<file path="src/rtl/fcapture_if.sv">
// Write-side bus between the capture engine and the frame store arbiter.
// The master drives the write strobe, address and data; the slave grants cycles.
interface fcapture_if;
    logic        hid_gnt;
    logic        hid_en;
    logic [7:0]  hid_we;
    logic [19:0] hid_addr;
    logic [63:0] hid_wrdata;

    modport master (
        input  hid_gnt,
        output hid_en,
        output hid_we,
        output hid_addr,
        output hid_wrdata
    );

    modport slave (
        output hid_gnt,
        input  hid_en,
        input  hid_we,
        input  hid_addr,
        input  hid_wrdata
    );
endinterface

</file>
<file path="src/rtl/fcapture.sv">
// Video capture engine: quantises an RGB pixel stream to 4-bit palette indices,
// packs 16 per 64-bit word and writes one armed frame into the frame store.
module fcapture #(
    parameter int LINE_WORDS = 32,
    parameter int MAX_LINES  = 768,
    parameter int FIFO_DEPTH = 4
) (
    input  logic        clk_i,
    input  logic        rst_ni,
    input  logic        vsyn,
    input  logic        hsyn,
    input  logic        de,
    input  logic [7:0]  red,
    input  logic [7:0]  green,
    input  logic [7:0]  blue,
    input  logic        arm,
    input  logic        abort,
    fcapture_if.master  hid,
    output logic        busy,
    output logic        done,
    output logic        overflow,
    output logic [9:0]  lines_captured
);

    localparam int LINE_CW = $clog2(MAX_LINES + 1);
    localparam int WORD_CW = $clog2(LINE_WORDS + 1);
    localparam int PTR_W   = $clog2(FIFO_DEPTH);
    localparam int CNT_W   = PTR_W + 1;

    localparam logic [LINE_CW-1:0] MAX_L     = LINE_CW'(MAX_LINES);
    localparam logic [LINE_CW-1:0] LINE_ONE  = LINE_CW'(1'b1);
    localparam logic [LINE_CW-1:0] LINE_ZERO = LINE_CW'(1'b0);
    localparam logic [WORD_CW-1:0] WORDS_L   = WORD_CW'(LINE_WORDS);
    localparam logic [WORD_CW-1:0] WORD_ONE  = WORD_CW'(1'b1);
    localparam logic [WORD_CW-1:0] WORD_ZERO = WORD_CW'(1'b0);
    localparam logic [PTR_W-1:0]   PTR_ONE   = PTR_W'(1'b1);
    localparam logic [PTR_W-1:0]   PTR_ZERO  = PTR_W'(1'b0);
    localparam logic [CNT_W-1:0]   DEPTH_L   = CNT_W'(FIFO_DEPTH);
    localparam logic [CNT_W-1:0]   CNT_ONE   = CNT_W'(1'b1);
    localparam logic [CNT_W-1:0]   CNT_ZERO  = CNT_W'(1'b0);

    localparam logic [2:0] S_IDLE    = 3'd0;
    localparam logic [2:0] S_WAIT_VS = 3'd1;
    localparam logic [2:0] S_CAPTURE = 3'd2;
    localparam logic [2:0] S_DRAIN   = 3'd3;
    localparam logic [2:0] S_DONE    = 3'd4;

    logic [2:0]         state_r, state_nxt_s;
    logic               busy_r, done_r, ovf_r;
    logic [9:0]         lines_r;
    logic               vs_prev_r, de_prev_r;
    logic [63:0]        acc_r, acc_nxt_s, push_data_s;
    logic [3:0]         nib_r, nib_nxt_s;
    logic [WORD_CW-1:0] word_r, word_nxt_s;
    logic [LINE_CW-1:0] line_r, line_nxt_s;
    logic [3:0]         pix_s;
    logic [15:0]        idx_s;
    logic               vs_rise_s, de_fall_s, in_window_s, cap_s, start_s, arm_ok_s;
    logic               push_s, pop_s, wr_s, drop_s, full_s, empty_s;
    logic [63:0]        data_mem_r [FIFO_DEPTH];
    logic [15:0]        idx_mem_r  [FIFO_DEPTH];
    logic [PTR_W-1:0]   wr_ptr_r, rd_ptr_r;
    logic [CNT_W-1:0]   count_r;
    logic               en_r;
    logic [7:0]         we_r;
    logic [19:0]        addr_r;
    logic [63:0]        wrdata_r;
    logic               unused_s;

    // Colour MSBs select the hue, the OR of the next bits marks "bright"
    assign pix_s       = {red[7], green[7], blue[7], red[6] | green[6] | blue[6]};
    assign unused_s    = ^{hsyn, red[5:0], green[5:0], blue[5:0]};
    assign vs_rise_s   = vsyn & ~vs_prev_r;
    assign de_fall_s   = de_prev_r & ~de;
    assign in_window_s = (line_r < MAX_L) && (word_r < WORDS_L);
    assign cap_s       = (state_r == S_CAPTURE) && !abort;
    assign start_s     = (state_r == S_WAIT_VS) && vs_rise_s && !abort;
    assign arm_ok_s    = arm && !abort && ((state_r == S_IDLE) || (state_r == S_DONE));
    assign idx_s       = 16'(line_r * LINE_WORDS) + 16'(word_r);

    assign full_s  = (count_r == DEPTH_L);
    assign empty_s = (count_r == CNT_ZERO);
    assign pop_s   = !empty_s && hid.hid_gnt && !abort;
    // A full FIFO still accepts a word when its head leaves in the same cycle
    assign wr_s    = push_s && (!full_s || pop_s);
    assign drop_s  = push_s && full_s && !pop_s;

    assign busy           = busy_r;
    assign done           = done_r;
    assign overflow       = ovf_r;
    assign lines_captured = lines_r;
    assign hid.hid_en     = en_r;
    assign hid.hid_we     = we_r;
    assign hid.hid_addr   = addr_r;
    assign hid.hid_wrdata = wrdata_r;

    // Next-state logic; abort overrides every state
    always_comb begin
        state_nxt_s = state_r;
        if (abort) begin
            state_nxt_s = S_IDLE;
        end else begin
            case (state_r)
                S_IDLE, S_DONE: begin
                    if (arm) state_nxt_s = S_WAIT_VS;
                    else     state_nxt_s = state_r;
                end
                S_WAIT_VS: begin
                    if (vs_rise_s) state_nxt_s = S_CAPTURE;
                    else           state_nxt_s = state_r;
                end
                S_CAPTURE: begin
                    if (vs_rise_s) state_nxt_s = S_DRAIN;
                    else           state_nxt_s = state_r;
                end
                S_DRAIN: begin
                    if (empty_s) state_nxt_s = S_DONE;
                    else         state_nxt_s = state_r;
                end
                default: state_nxt_s = S_IDLE;
            endcase
        end
    end

    // Pixel packer: builds the shift word and decides when a word completes
    always_comb begin
        acc_nxt_s   = acc_r;
        nib_nxt_s   = nib_r;
        word_nxt_s  = word_r;
        line_nxt_s  = line_r;
        push_s      = 1'b0;
        push_data_s = acc_r;
        if (start_s) begin
            acc_nxt_s  = 64'd0;
            nib_nxt_s  = 4'd0;
            word_nxt_s = WORD_ZERO;
            line_nxt_s = LINE_ZERO;
        end else if (cap_s && de && in_window_s) begin
            acc_nxt_s[{nib_r, 2'b00} +: 4] = pix_s;
            if (nib_r == 4'hF) begin
                push_s      = 1'b1;
                push_data_s = acc_nxt_s;
                acc_nxt_s   = 64'd0;
                nib_nxt_s   = 4'd0;
                word_nxt_s  = word_r + WORD_ONE;
            end else begin
                nib_nxt_s = nib_r + 4'd1;
            end
        end else if (cap_s && de_fall_s) begin
            // Upper nibbles of a partial word are already zero
            push_s     = (nib_r != 4'd0);
            acc_nxt_s  = 64'd0;
            nib_nxt_s  = 4'd0;
            word_nxt_s = WORD_ZERO;
            if (line_r == MAX_L) line_nxt_s = line_r;
            else                 line_nxt_s = line_r + LINE_ONE;
        end else begin
            push_s = 1'b0;
        end
    end

    // Control state, capture counters and sticky status
    always_ff @(posedge clk_i or negedge rst_ni) begin
        if (!rst_ni) begin
            state_r   <= S_IDLE;
            busy_r    <= 1'b0;
            done_r    <= 1'b0;
            ovf_r     <= 1'b0;
            lines_r   <= 10'd0;
            vs_prev_r <= 1'b0;
            de_prev_r <= 1'b0;
            acc_r     <= 64'd0;
            nib_r     <= 4'd0;
            word_r    <= WORD_ZERO;
            line_r    <= LINE_ZERO;
        end else begin
            state_r   <= state_nxt_s;
            busy_r    <= (state_nxt_s == S_WAIT_VS) || (state_nxt_s == S_CAPTURE) ||
                         (state_nxt_s == S_DRAIN);
            vs_prev_r <= vsyn;
            de_prev_r <= de;
            acc_r     <= acc_nxt_s;
            nib_r     <= nib_nxt_s;
            word_r    <= word_nxt_s;
            line_r    <= line_nxt_s;
            if (arm_ok_s) begin
                done_r  <= 1'b0;
                ovf_r   <= 1'b0;
                lines_r <= 10'd0;
            end else begin
                if ((state_r == S_DRAIN) && empty_s && !abort) done_r <= 1'b1;
                if (drop_s) ovf_r <= 1'b1;
                if (cap_s && de_fall_s) lines_r <= 10'(line_nxt_s);
            end
        end
    end

    // Write-buffer pointers and occupancy; abort discards everything queued
    always_ff @(posedge clk_i or negedge rst_ni) begin
        if (!rst_ni) begin
            wr_ptr_r <= PTR_ZERO;
            rd_ptr_r <= PTR_ZERO;
            count_r  <= CNT_ZERO;
        end else if (abort) begin
            wr_ptr_r <= PTR_ZERO;
            rd_ptr_r <= PTR_ZERO;
            count_r  <= CNT_ZERO;
        end else begin
            if (wr_s)  wr_ptr_r <= wr_ptr_r + PTR_ONE;
            if (pop_s) rd_ptr_r <= rd_ptr_r + PTR_ONE;
            case ({wr_s, pop_s})
                2'b10:   count_r <= count_r + CNT_ONE;
                2'b01:   count_r <= count_r - CNT_ONE;
                default: count_r <= count_r;
            endcase
        end
    end

    // Write-buffer storage: packed data plus its frame-store word index
    always_ff @(posedge clk_i or negedge rst_ni) begin
        if (!rst_ni) begin
            for (int i = 0; i < FIFO_DEPTH; i++) begin
                data_mem_r[i] <= 64'd0;
                idx_mem_r[i]  <= 16'd0;
            end
        end else if (wr_s) begin
            data_mem_r[wr_ptr_r] <= push_data_s;
            idx_mem_r[wr_ptr_r]  <= idx_s;
        end
    end

    // Bus write register: the FIFO head is presented together with its strobe
    always_ff @(posedge clk_i or negedge rst_ni) begin
        if (!rst_ni) begin
            en_r     <= 1'b0;
            we_r     <= 8'h00;
            addr_r   <= 20'h00000;
            wrdata_r <= 64'd0;
        end else if (pop_s) begin
            en_r     <= 1'b1;
            we_r     <= 8'hFF;
            addr_r   <= {1'b1, idx_mem_r[rd_ptr_r], 3'b000};
            wrdata_r <= data_mem_r[rd_ptr_r];
        end else begin
            en_r <= 1'b0;
            we_r <= 8'h00;
        end
    end

endmodule

</file>
<file path="src/flat_wrapper.sv">
// flat-port wrapper written by rule: the top's interface ports become plain ports
module fcapture_flat 
#(
    parameter int LINE_WORDS = 32,
    parameter int MAX_LINES  = 768,
    parameter int FIFO_DEPTH = 4
)
  (clk_i, rst_ni, vsyn, hsyn, de, red, green, blue, arm, abort, busy, done, overflow, lines_captured, hid_hid_gnt, hid_hid_en, hid_hid_we, hid_hid_addr, hid_hid_wrdata);
  fcapture_if hid_i ();
  input  logic clk_i;
  input  logic rst_ni;
  input  logic vsyn;
  input  logic hsyn;
  input  logic de;
  input  logic [7:0] red;
  input  logic [7:0] green;
  input  logic [7:0] blue;
  input  logic arm;
  input  logic abort;
  output logic busy;
  output logic done;
  output logic overflow;
  output logic [9:0] lines_captured;
  input wire logic [$bits(hid_i.hid_gnt)-1:0] hid_hid_gnt;
  output wire logic [$bits(hid_i.hid_en)-1:0] hid_hid_en;
  output wire logic [$bits(hid_i.hid_we)-1:0] hid_hid_we;
  output wire logic [$bits(hid_i.hid_addr)-1:0] hid_hid_addr;
  output wire logic [$bits(hid_i.hid_wrdata)-1:0] hid_hid_wrdata;
  assign hid_i.hid_gnt = hid_hid_gnt;
  assign hid_hid_en = hid_i.hid_en;
  assign hid_hid_we = hid_i.hid_we;
  assign hid_hid_addr = hid_i.hid_addr;
  assign hid_hid_wrdata = hid_i.hid_wrdata;
  fcapture #(.LINE_WORDS(LINE_WORDS), .MAX_LINES(MAX_LINES), .FIFO_DEPTH(FIFO_DEPTH)) u_core (.clk_i(clk_i), .rst_ni(rst_ni), .vsyn(vsyn), .hsyn(hsyn), .de(de), .red(red), .green(green), .blue(blue), .arm(arm), .abort(abort), .hid(hid_i), .busy(busy), .done(done), .overflow(overflow), .lines_captured(lines_captured));
endmodule
</file>
<file path="config.mk">
export PLATFORM = sky130hd
export DESIGN_NAME = fcapture_flat
export DESIGN_NICKNAME = d
export VERILOG_FILES = /design/src/rtl/fcapture_if.sv /design/src/rtl/fcapture.sv /design/src/flat_wrapper.sv
export SDC_FILE = /design/constraint.sdc
export NUM_CORES = 1
export LEC_CHECK = 0
export BUFFER_PORTS_ARGS = -buffer_cell sky130_fd_sc_hd__buf_2
export CORE_MARGIN = 5
export CORE_UTILIZATION = 46
export CTS_CLUSTER_DIAMETER = 120
export CTS_CLUSTER_SIZE = 10
export DETAILED_ROUTE_END_ITERATION = 10
export PLACE_DENSITY = 0.67
export SYNTH_ARGS = -nofsm -noshare
export SYNTH_HDL_FRONTEND = slang
export SYNTH_SLANG_ARGS = --single-unit
</file>
<file path="constraint.sdc">
create_clock -name clk_i -period 3.19 [get_ports clk_i]
set_input_delay 0.1595 -clock clk_i [delete_from_list [all_inputs] [get_ports clk_i]]
set_output_delay 0.1595 -clock clk_i [all_outputs]
set_load 0.02 [all_outputs]
</file>
Word level (Yosys, flattened, before mapping)
Index checks and enable logic that the tools add are counted.

Register bits: 519. Bits of input ports: 32. Output and inout port bits: 106.

Shifts and indexed selects: 2. $add $sub $neg: 9. Magnitude comparators: 5. Bitwise logic cells: 8. Eq/ne operators: 13. Multiplexer cells: 56. Reductions and logical operators: 37.

Operators with widths (count): $mux W64 (10); $bwmux W256 (1); $bmux W64 S2 (1); $bwmux W64 (2); $demux W64 S2 (1); $shift A4 B8 Y64 const A (1); $shiftx A4 B8 Y64 (1); $mux W10 (6); $mux W16 (3); $bmux W16 S2 (1); $demux W16 S2 (1); $mux W6 (4); $mux W3 (6); $logic_and A1 B1 Y1 (17); $add A15 B6 Y16 (1); $mux W4 (4); $eq A3 B2 Y1 const B (4); $pmux W3 S4 (1); $add A10 B1 Y10 const B (1); $eq A10 B10 Y1 const B (1); $lt A10 B10 Y1 const B (1); $reduce_bool A2 Y1 (5); $mux W1 (9); $mux W2 (4); 28 further kinds (44).

Logic depth before layout (Yosys ltp)
Gate-level depths: netlist of run 1.

Word-level depth: 10. Gate-level depth with buffers: 11. Depth with buffers taken out: 9.

Least setup slack after synthesis of run 1
Ideal clock, no wire load.

Kind: register -> register. Start: reg u_core.nib_r[0]. End: reg u_core.data_mem_r[177] (netlist name). Period minus slack after synthesis: 2.845 ns. Path slack: 0.345 ns. Arrival: 2.713 ns. Stages on the path, launching flop included: 10. Path buffers: 2. Required time: 3.058 ns. Cell sequence: dfrtp_1 > clkbuf_1 > inv_1 > ha_1 > clkbuf_1 > or3b_2 > a2111o_1 > nor3_2 > mux2i_1 > o21ai_0.

Cells in the longest elaborated chain, start to end: 7.

Ends and longest elaborated chain: from (decl) (RTL line fcapture.sv:53) `logic [3:0] nib_r, nib_nxt_s;`; from (signal assigned) (RTL line fcapture.sv:183) `nib_r <= nib_nxt_s;`; $neg A6 Y8 (RTL line fcapture.sv:139) `acc_nxt_s[{nib_r, 2'b00} +: 4] = pix_s;`; $shiftx A4 B8 Y64 / $shift A4 B8 Y64 (equally long branches) (RTL line fcapture.sv:139); $bwmux W64 (RTL line fcapture.sv:139); $mux W64 (RTL line fcapture.sv:140) `if (nib_r == 4'hF) begin`; $mux W64 (RTL line fcapture.sv:138) `end else if (cap_s && de && in_window_s) begin`; $mux W64 (RTL line fcapture.sv:133) `if (start_s) begin`; $bwmux W256 (RTL line fcapture.sv:227) `data_mem_r[wr_ptr_r] <= push_data_s;`; to (signal, indexed assignment) (RTL line fcapture.sv:227); to (decl) (RTL line fcapture.sv:60) `logic [63:0] data_mem_r [FIFO_DEPTH];`.

Parallel ways exist; a longest one is shown, timed or not. A chain may end at the register's enable or synchronous reset.

Final worst setup path of run 1
Start: reg u_core.state_r[2]. End: reg u_core.count_r[2].

Cells in the longest elaborated chain, start to end: 10.

Ends and longest elaborated chain: from (decl) (RTL line fcapture.sv:48) `logic [2:0] state_r, state_nxt_s;`; from (signal assigned) (RTL line fcapture.sv:177) `state_r <= state_nxt_s;`; $eq A3 B2 Y1 (RTL line fcapture.sv:76) `assign cap_s = (state_r == S_CAPTURE) && !abort;`; $logic_and A1 B1 Y1 (RTL line fcapture.sv:76); $logic_and A1 B1 Y1, on equally long branches (RTL line fcapture.sv:149, fcapture.sv:138); $mux W1 / $logic_and A1 B1 Y1 (equally long branches) (RTL line fcapture.sv:149, fcapture.sv:138); $mux W1 (RTL line fcapture.sv:138); $mux W1 (*) (RTL line fcapture.sv:133); $logic_and A1 B1 Y1 (*) (RTL line fcapture.sv:85) `assign wr_s = push_s && (!full_s || pop_s);`; $eq A2 B1 Y1 / $eq A2 B2 Y1 (equally long branches) (RTL line fcapture.sv:211) `case ({wr_s, pop_s})`; $pmux W3 S2 (RTL line fcapture.sv:211); $mux W3 (RTL line fcapture.sv:204) `end else if (abort) begin`; to (signal assigned) (RTL line fcapture.sv:212) `2'b10: count_r <= count_r + CNT_ONE;`; to (signal assigned) (RTL line fcapture.sv:213) `2'b01: count_r <= count_r - CNT_ONE;`; to (signal assigned) (RTL line fcapture.sv:214) `default: count_r <= count_r;`; to (decl) (RTL line fcapture.sv:63) `logic [CNT_W-1:0] count_r;`.

Every way passes the cells marked *; elsewhere a longest branch is shown, timed or not.

==> results of run 1 <==
-- state kept, by name (all words and copies together) (netlist names), 4 cells and up --
name / count
u_core.acc_r: 64
u_core.data_mem_r: 256
u_core.hid.hid_addr: 17
u_core.hid.hid_wrdata: 64
u_core.idx_mem_r: 64
u_core.line_r: 10
u_core.lines_captured: 10
u_core.nib_r: 4
u_core.word_r: 6
-- power by group --
part	internal (uW)	switching, uW	leakage, uW	total [uW]
combinational	695	1130	0.00418	1820
clock	3150	2420	0.000728	5570
sequential	6580	204	0.00712	6790
total	10400	3760	0.0120	14200
-- layout make-up --
type,instances,share of cell area
clock inverters,4,0.00183
repair buffers,167,0.0472
diodes,1,0.0000989
flip-flops and latches,511,0.506
clock buffers,59,0.0567
inverters,12,0.00178
multi-input cells,1076,0.357
well taps,615,0.0304
-- placed cells by master (no fill, tap or decap), types with 4 or more instances in the layout --
cell type / instances
and3_1: 12
buf_2: 114
nand3_1: 35
dlygate4sd3_1: 7
a32oi_1: 16
o31ai_1: 4
or2_2: 4
a21oi_1: 22
a22o_1: 33
dfrtp_1: 509
ha_1: 13
nand2_1: 201
nor2b_1: 6
nor3_1: 5
nand4_1: 7
mux2i_1: 30
xor2_1: 14
o211ai_1: 16
buf_4: 29
mux2_2: 250
o2bb2ai_1: 4
buf_12: 16
o211ai_4: 4
xnor2_1: 10
inv_1: 10
a32o_1: 4
o21ai_0: 185
nor3_2: 4
nor2_1: 36
nand2b_1: 10
or3_1: 4
nand3b_1: 6
mux4_2: 80
and2_1: 10
mux2_1: 4
clkbuf_16: 57
-- metal layers --
| layer | wire (um) | up-vias |
|---|---|---|
| met5 | 0 | - |
| met4 | 868 | 0 |
| met3 | 2190 | 70 |
| met2 | 24000 | 288 |
| met1 | 22500 | 7283 |
| li1 | - | 6425 |
-- how the worst max path moves through the flow --
stage / from / end / slack, ps / cells past startpoint
global route: u_core.state_r[2] / u_core.count_r[2] / 80 / 7
detailed placement: u_core.state_r[2] / u_core.count_r[2] / 230 / 7
floorplan: u_core.nib_r[0] / u_core.data_mem_r[177] / 340 / 9
finish: u_core.state_r[2] / u_core.count_r[2] / 220 / 7
CTS: u_core.state_r[2] / u_core.count_r[2] / 200 / 7
global placement: u_core.state_r[2] / u_core.count_r[2] / 320 / 7
-- cells by family after synthesis --
logic type | after synthesis | synth area share
flip-flops | 511 | 0.572
multiplexers | 364 | 0.222
AND/OR/NAND/NOR | 359 | 0.0748
AO/OA/AOI/OAI | 312 | 0.0863
buffers and inverters | 146 | 0.0278
XOR/XNOR | 24 | 0.00939
adder cells (fa/ha/maj) | 14 | 0.00816
other | 1 | 0.000168
-- worst register-to-register path, cell delays in order, from the launching register on --
cell      delay, ps
dfrtp_1         440
or4b_1          750
nor4_4          340
buf_4           250
nor4_1           90
fa_1            440
o311ai_0        390
o22ai_1         130
-- stage by stage --
step	instance area, um^2	instances	setup WS, ps	hold WS [ps]	total power (uW)
floorplan	22400	1733	345	-136	8110
CTS	25300	2444	199	49.5	14400
detailed placement	23800	2374	231	261	8750
finish	25300	2445	216	92.6	14200
global route	25300	2445	79.8	79.8	14800
global placement	23800	2374	320	253	8710
==> results_dict.tcl, run 1 <==
set metrics [dict create \
    outcome "finished, final reports clean" \
    grt_usage 0.191 \
    use_met3 0.0300 \
    worstHoldEndpoint "u_core.acc_r[25]" \
    vdd_drop_max_uv 376 \
    cts_tree "yes" \
    end_kind "flip-flop" \
    rsz0062_at_grt "no" \
    met2_usage 0.313 \
    synthFlopType "dfrtp_1" \
    cts_sinks 511 \
    cts_root_buf "clkbuf_16" \
    synth_edf_count 0 \
    required_ps 3660 \
    cts_buffers 57 \
    grt_max_degree 90 \
    ys_seq_elements 511 \
    start_util 0.467 \
    synth_top_area_cell "dfrtp_1" \
    nets 1871 \
    cp_max_fo 7 \
    cp_num_buf_inv 1 \
    yosysUniqueCellTypes 65 \
    post_drt_via_cell_ratio 5.75 \
    post_cts_buffers 0 \
    avgRoutedWirePerCell_um 20.3 \
    ctsResizeCount 0 \
    postRouteAntennaNets 0 \
    fin_crit_sh 0.932 \
    ios 138 \
    die_h_um 231 \
    power_density_nw_per_um2 560 \
    crit_chain "or4b_1 > nor4_4 > buf_4 > nor4_1 > fa_1 > o311ai_0 > o22ai_1" \
    drive_above_1_share 0.315 \
    drv_slew 0 \
    seq_area_um2 12800 \
    async_flop_share 1.00 \
    yosysMostFrequentCell "dfrtp_1" \
    overflow 0 \
    finalCriticalPeriod_ps 2970 \
    setup_viol 0 \
    areaGrowthSynthToFinish_pct 13.1 \
    reg2reg_depth 7 \
    final_util 0.528 \
    min_path_type "in2reg" \
    grt_pass1_wl_um 82300 \
    yosys-top-cells-count "dfrtp_1 (511), mux2_2 (250), nand2_1 (201), o21ai_0 (185), clkbuf_1 (87)" \
    gp_congestion 0.855 \
    tightest_slew_ps 1180 \
    crit_family "simple AND/OR/NAND/NOR gates" \
    postSynthAreaPerCell_um2 12.9 \
    synth_area_um2 22400 \
    crit_type "reg2reg" \
    hold_start "blue[7]" \
    htree_levels 2 \
    vias 14100 \
    clockBufferDepth 3 \
    cp.arrival_ps 3450 \
    r2r-end "u_core.count_r[2]" \
    min_path_cells 2 \
    postRouteWirelength_um 49600 \
    drc 0 \
    hpwl_um 31500 \
    multiInputGateArea_um2 9020 \
    cp_slowest_cell "or4b_1" \
    grt_pass1_vias 14800 \
    fin_skew_ps 24.3 \
    synthCells 1731 \
    yosysTopAreaCellShare 0.572 \
    fill_cells 3988 \
    coreArea_um2 47900 \
    reg2reg_slack_ps 220 \
    grt.busiest_layer "met2" \
    clk_pin_slew_worst_paths_ps 50 \
    slew_headroom 0.212 \
    drt_iter0_drc 894 \
    clk_latency_ps 620 \
    die_area_um2 53100 \
    max_freq_mhz 336 \
    finalSetupTns_ps 0 \
    finalHoldViolations 0 \
    first_pass_iters 7 \
    std_cell_rows 80 \
    ys_seq_area_frac 0.572 \
    fp.dieW_um 231 \
    p_leak_uw 0.0120 \
    maxCapViolCount 0 \
    io_buffers 115 \
    use_met1 0.268 \
    cpPeakStageDelay_ps 750 \
    antenna_found_initial 1 \
    r2r-start "u_core.state_r[2]" \
    cp-start-kind "flip-flop" \
    ctsHoldBuffers 7 \
    yosysWarnings 0 \
    synthTopCellsByArea "dfrtp_1 (57%), mux2_2 (13%), mux4_2 (8.1%)" \
]
Note: power is estimated with default switching activity, not from simulation.
==> run 2: changes to the inputs <==
--- a/config.mk
+++ b/config.mk
@@ -11,6 +11,7 @@
 export CTS_CLUSTER_DIAMETER = 120
 export CTS_CLUSTER_SIZE = 10
 export DETAILED_ROUTE_END_ITERATION = 10
+export HOLD_SLACK_MARGIN = 0.08
 export PLACE_DENSITY = 0.67
 export SYNTH_ARGS = -nofsm -noshare
 export SYNTH_HDL_FRONTEND = slang
==> constraint.sdc (replaced) <==
create_clock -name clk_i -period 3.19 [get_ports clk_i]
set_input_delay 0.1595 -clock clk_i [delete_from_list [all_inputs] [get_ports clk_i]]
set_output_delay 0.1595 -clock clk_i [all_outputs]
set_load 0.01 [all_outputs]
==> results_dict.tcl, run 2 (same netlist as run 1, synthesis figures left out) <==
set metrics [dict create \
    clockBufferDepth 3 \
    clkPwrFrac 0.394 \
    setup_viol 0 \
    grt.busiest_layer "met2" \
    first_pass_iters 5 \
    gp_congestion 0.855 \
    antenna_found_initial 1 \
    cp.arrival_ps 3430 \
    die_area_um2 53100 \
    fin_crit_sh 0.928 \
    ctsResizeCount 0 \
    slew_headroom 0.215 \
    multiInputGateArea_um2 9020 \
    use_met1 0.268 \
    grt_pass1_vias 14800 \
    rsz0062_at_grt "no" \
    p_sw_frac 0.263 \
    nets 1874 \
    post_cts_buffers 0 \
    cts_tree "yes" \
    drv_slew 0 \
    largest_reg_flops 256 \
    htree_levels 2 \
    vdd_drop_max_uv 376 \
    p_comb_frac 0.126 \
    seq_power_share 0.480 \
    cts_root_buf "clkbuf_16" \
    p_leak_uw 0.0120 \
    postRouteWirelength_um 49600 \
    areaGrowthSynthToFinish_pct 13.3 \
    fin_cells 2448 \
    max_freq_mhz 338 \
    io_buffers 115 \
    maxCapViolCount 0 \
    finalCriticalPeriod_ps 2960 \
    ios 138 \
    drive_above_1_share 0.314 \
    die_h_um 231 \
    tightest_slew_ps 1180 \
    crit_type "reg2reg" \
    clk_latency_ps 620 \
    dp.cells 2374 \
    grt_pass1_wl_um 82400 \
    use_met3 0.0301 \
    hpwl_um 31500 \
    cp-start-kind "flip-flop" \
    p_total_uw 14100 \
    largest-register "u_core.data_mem_r" \
    avgRoutedWirePerCell_um 20.3 \
    start_util 0.467 \
    finalHoldViolations 0 \
    fill_cells 3986 \
    met2_usage 0.313 \
    cp_max_fo 7 \
    fp.dieW_um 231 \
    seq_area_um2 12800 \
    overflow 0 \
    cts_sinks 511 \
    power_density_nw_per_um2 558 \
    grt_usage 0.191 \
    grt_max_degree 90 \
    final_common_cell "dfrtp_1" \
    post_drt_via_cell_ratio 5.74 \
    std_cell_rows 80 \
    outcome "finished, final reports clean" \
    power.switching_uw 3720 \
    drc 0 \
    vias 14100 \
    ctsHoldBuffers 10 \
    coreArea_um2 47900 \
    end_kind "flip-flop" \
    fin_skew_ps 22.5 \
    layout_common_cells "dfrtp_1 (509), mux2_2 (250), nand2_1 (201)" \
    p_int_uw 10400 \
    finalSetupTns_ps 0 \
    postRouteAntennaNets 0 \
    required_ps 3660 \
    min_path_type "in2async" \
    reg2reg_slack_ps 230 \
    cts_buffers 57 \
    clk_pin_slew_worst_paths_ps 50 \
    drt_iter0_drc 905 \
]
[run 2: changes by cell type in the layout (fill, tap and decap cells not counted)]
cell and delta:
dlygate4sd3_1 +3
[run 2: through the flow]
stage	hold slack, ps	area, um^2	setup slack (ps)	util
2_1_floorplan	-136	22400	345	-
3_3_place_gp	253	23800	320	0.496
3_5_place_dp	261	23800	231	0.496
4_1_cts	188	25300	199	0.528
5_1_grt	242	25300	79.8	0.529
6_report	182	25300	229	0.529
[run 2: critical path, cell delays in order, from the launching register on]
cell	delay [ps]
dfrtp_1	430
or4b_1	750
nor4_4	340
buf_4	250
nor4_1	90
fa_1	430
o311ai_0	390
o22ai_1	130
[run 2: power by group through the flow]
stage	combinational [uW]	clock [uW]	sequential, uW
floorplan	1290	0	6780
detailed placement	1800	0	6900
global route	1960	5990	6810
finish	1780	5570	6790
global placement	1780	0	6900
CTS	1820	5730	6790
[run 2: final cells by class]
class | count | share of cell area
clock inverter | 4 | 0.00183
antenna | 1 | 0.0000988
clock buffer | 59 | 0.0566
tap | 615 | 0.0304
sequential | 511 | 0.505
timing repair buffer | 170 | 0.0483
inverter | 12 | 0.00178
multi-input combinational | 1076 | 0.356
[run 2: worst paths after layout]
kind	from	end	depth (start not counted)
max	u_core.state_r[2]	u_core.count_r[2]	7
min	rst_ni	u_core.data_mem_r[66]	2
max reg2reg	u_core.state_r[2]	u_core.count_r[2]	7
min reg2reg	u_core.hid.hid_addr[19]	u_core.hid.hid_addr[19]	1
max in group asynchronous	rst_ni	u_core.hid.hid_wrdata[62]	3
min in group clk_i	vsyn	u_core.vs_prev_r	2
[run 2: per-layer routing]
layer  vias to the layer above  wire [um]
li1                       6424          -
met1                      7291      22500
met2                       269      24100
met3                        70       2050
met4                         0        876
met5                         -          0
==> run 3: changes to the inputs <==
--- a/config.mk
+++ b/config.mk
@@ -13,6 +13,7 @@
 export DETAILED_ROUTE_END_ITERATION = 10
 export HOLD_SLACK_MARGIN = 0.08
 export PLACE_DENSITY = 0.67
+export RECOVER_POWER = 25
 export SYNTH_ARGS = -nofsm -noshare
 export SYNTH_HDL_FRONTEND = slang
 export SYNTH_SLANG_ARGS = --single-unit
==> results_dict.tcl, run 3 (same netlist as run 1, synthesis figures left out) <==
set metrics [dict create \
    overflow 0 \
    cp.arrival_ps 3430 \
    grt_pass1_vias 14800 \
    drive_above_1_share 0.311 \
    hpwl_um 31500 \
    gp_congestion 0.855 \
    p_leak_uw 0.0120 \
    post_cts_buffers 0 \
    fin_area_um2 25300 \
    grt_max_degree 90 \
    ctsResizeCount 0 \
    cts_buffers 57 \
    cp_max_fo 7 \
    fill_cells 3999 \
    max_freq_mhz 338 \
    ios 138 \
    ctsHoldBuffers 10 \
    grt_pass1_wl_um 82400 \
    cp-start-kind "flip-flop" \
    tightest_slew_ps 1860 \
    fin_cells 2448 \
    end_kind "flip-flop" \
    crit_type "reg2reg" \
    clk_pin_slew_worst_paths_ps 50 \
    coreArea_um2 47900 \
    vdd_drop_max_uv 376 \
    io_buffers 115 \
    areaGrowthSynthToFinish_pct 13.0 \
    place_area_um2 23800 \
    drv_slew 83 \
    largest_reg_flops 256 \
    first_pass_iters 5 \
    cts_tree "yes" \
    start_util 0.467 \
    nets 1874 \
    fp.dieW_um 231 \
    rsz0062_at_grt "no" \
    layout_common_cells "dfrtp_1 (509), mux2_2 (250), nand2_1 (201)" \
    violations "capacitance limit, slew limit" \
    maxCapViolCount 2 \
    final_common_cell "dfrtp_1" \
    die_area_um2 53100 \
    post_drt_via_cell_ratio 5.74 \
    outcome "complete, but fails checks" \
    avgRoutedWirePerCell_um 20.3 \
    clockBufferDepth 3 \
    postRouteWirelength_um 49600 \
    largest-register "u_core.data_mem_r" \
    fin_skew_ps 24.0 \
    fin_crit_sh 0.928 \
    std_cell_rows 80 \
    cts_root_buf "clkbuf_16" \
    drc 0 \
    required_ps 3660 \
    cts_sinks 511 \
    setup_viol 0 \
    finalCriticalPeriod_ps 2960 \
    vias 14000 \
    grt_usage 0.191 \
    min_path_type "in2async" \
    clk_latency_ps 620 \
    htree_levels 2 \
    worst_hold_slack_ps 165 \
    finalSetupTns_ps 0 \
    dp.cells 2374 \
    antenna_found_initial 1 \
    postRouteAntennaNets 0 \
    finalHoldViolations 0 \
    power_density_nw_per_um2 559 \
    final_util 0.527 \
    slew_headroom -0.243 \
    drt_iter0_drc 925 \
    die_h_um 231 \
]
-- run 3: changes by cell type in the layout (fill, tap and decap cells not counted) --
cell / change
clkbuf_2: +2
buf_12: -4
buf_4: -3
clkbuf_1: +5
clkdlybuf4s25_1: +1
dlymetal6s4s_1: +1
buf_2: -2
-- run 3: area by class of cell --
cell class / count / area, um^2 / share of cell area
Sequential cell: 511 / 12800 / 0.506
Inverter: 12 / 45.0 / 0.00178
Clock inverter: 4 / 46.3 / 0.00183
Clock buffer: 59 / 1430 / 0.0567
Tap cell: 615 / 769 / 0.0304
Timing Repair Buffer: 170 / 1160 / 0.0460
Multi-Input combinational cell: 1076 / 9020 / 0.357
Antenna cell: 1 / 2.50 / 0.0000990
-- run 3: where the power goes --
part,leakage (uW),internal [uW],switching [uW]
registers,0.00712,6580,205
clock network,0.000728,3150,2420
logic,0.00416,687,1080
-- run 3: worst paths after layout --
check | start | end | slack, ps | depth (start not counted)
worst max-delay path | u_core.state_r[2] | u_core.count_r[2] | 230 | 7
worst min-delay path | rst_ni | u_core.data_mem_r[66] | 170 | 2
worst max register to register | u_core.state_r[2] | u_core.count_r[2] | 230 | 7
worst min register to register | u_core.hid.hid_addr[19] | u_core.hid.hid_addr[19] | 460 | 1
max in group asynchronous | rst_ni | u_core.data_mem_r[251] | 580 | 3
min in group clk_i | vsyn | u_core.vs_prev_r | 250 | 2
-- run 3: routing by layer --
metal / global-route usage / part of all wire / up-vias
met5: 0 / 0 / -
met4: 0.0514 / 0.017 / 0
met3: 0.0301 / 0.042 / 73
met2: 0.313 / 0.49 / 288
met1: 0.268 / 0.45 / 7256
li1: - / - / 6432
-- run 3: critical path, stage by stage (launching register included) --
cell      delay (ps)
dfrtp_1          430
or4b_1           750
nor4_4           340
buf_4            250
nor4_1            90
fa_1             430
o311ai_0         390
o22ai_1          130
-- run 3: through the flow --
step / power, uW / setup slack, ps
floorplan: 8070 / 345
global placement: 8670 / 320
detailed placement: 8700 / 231
CTS: 14300 / 199
global route: 14700 / 79.8
finish: 14100 / 229
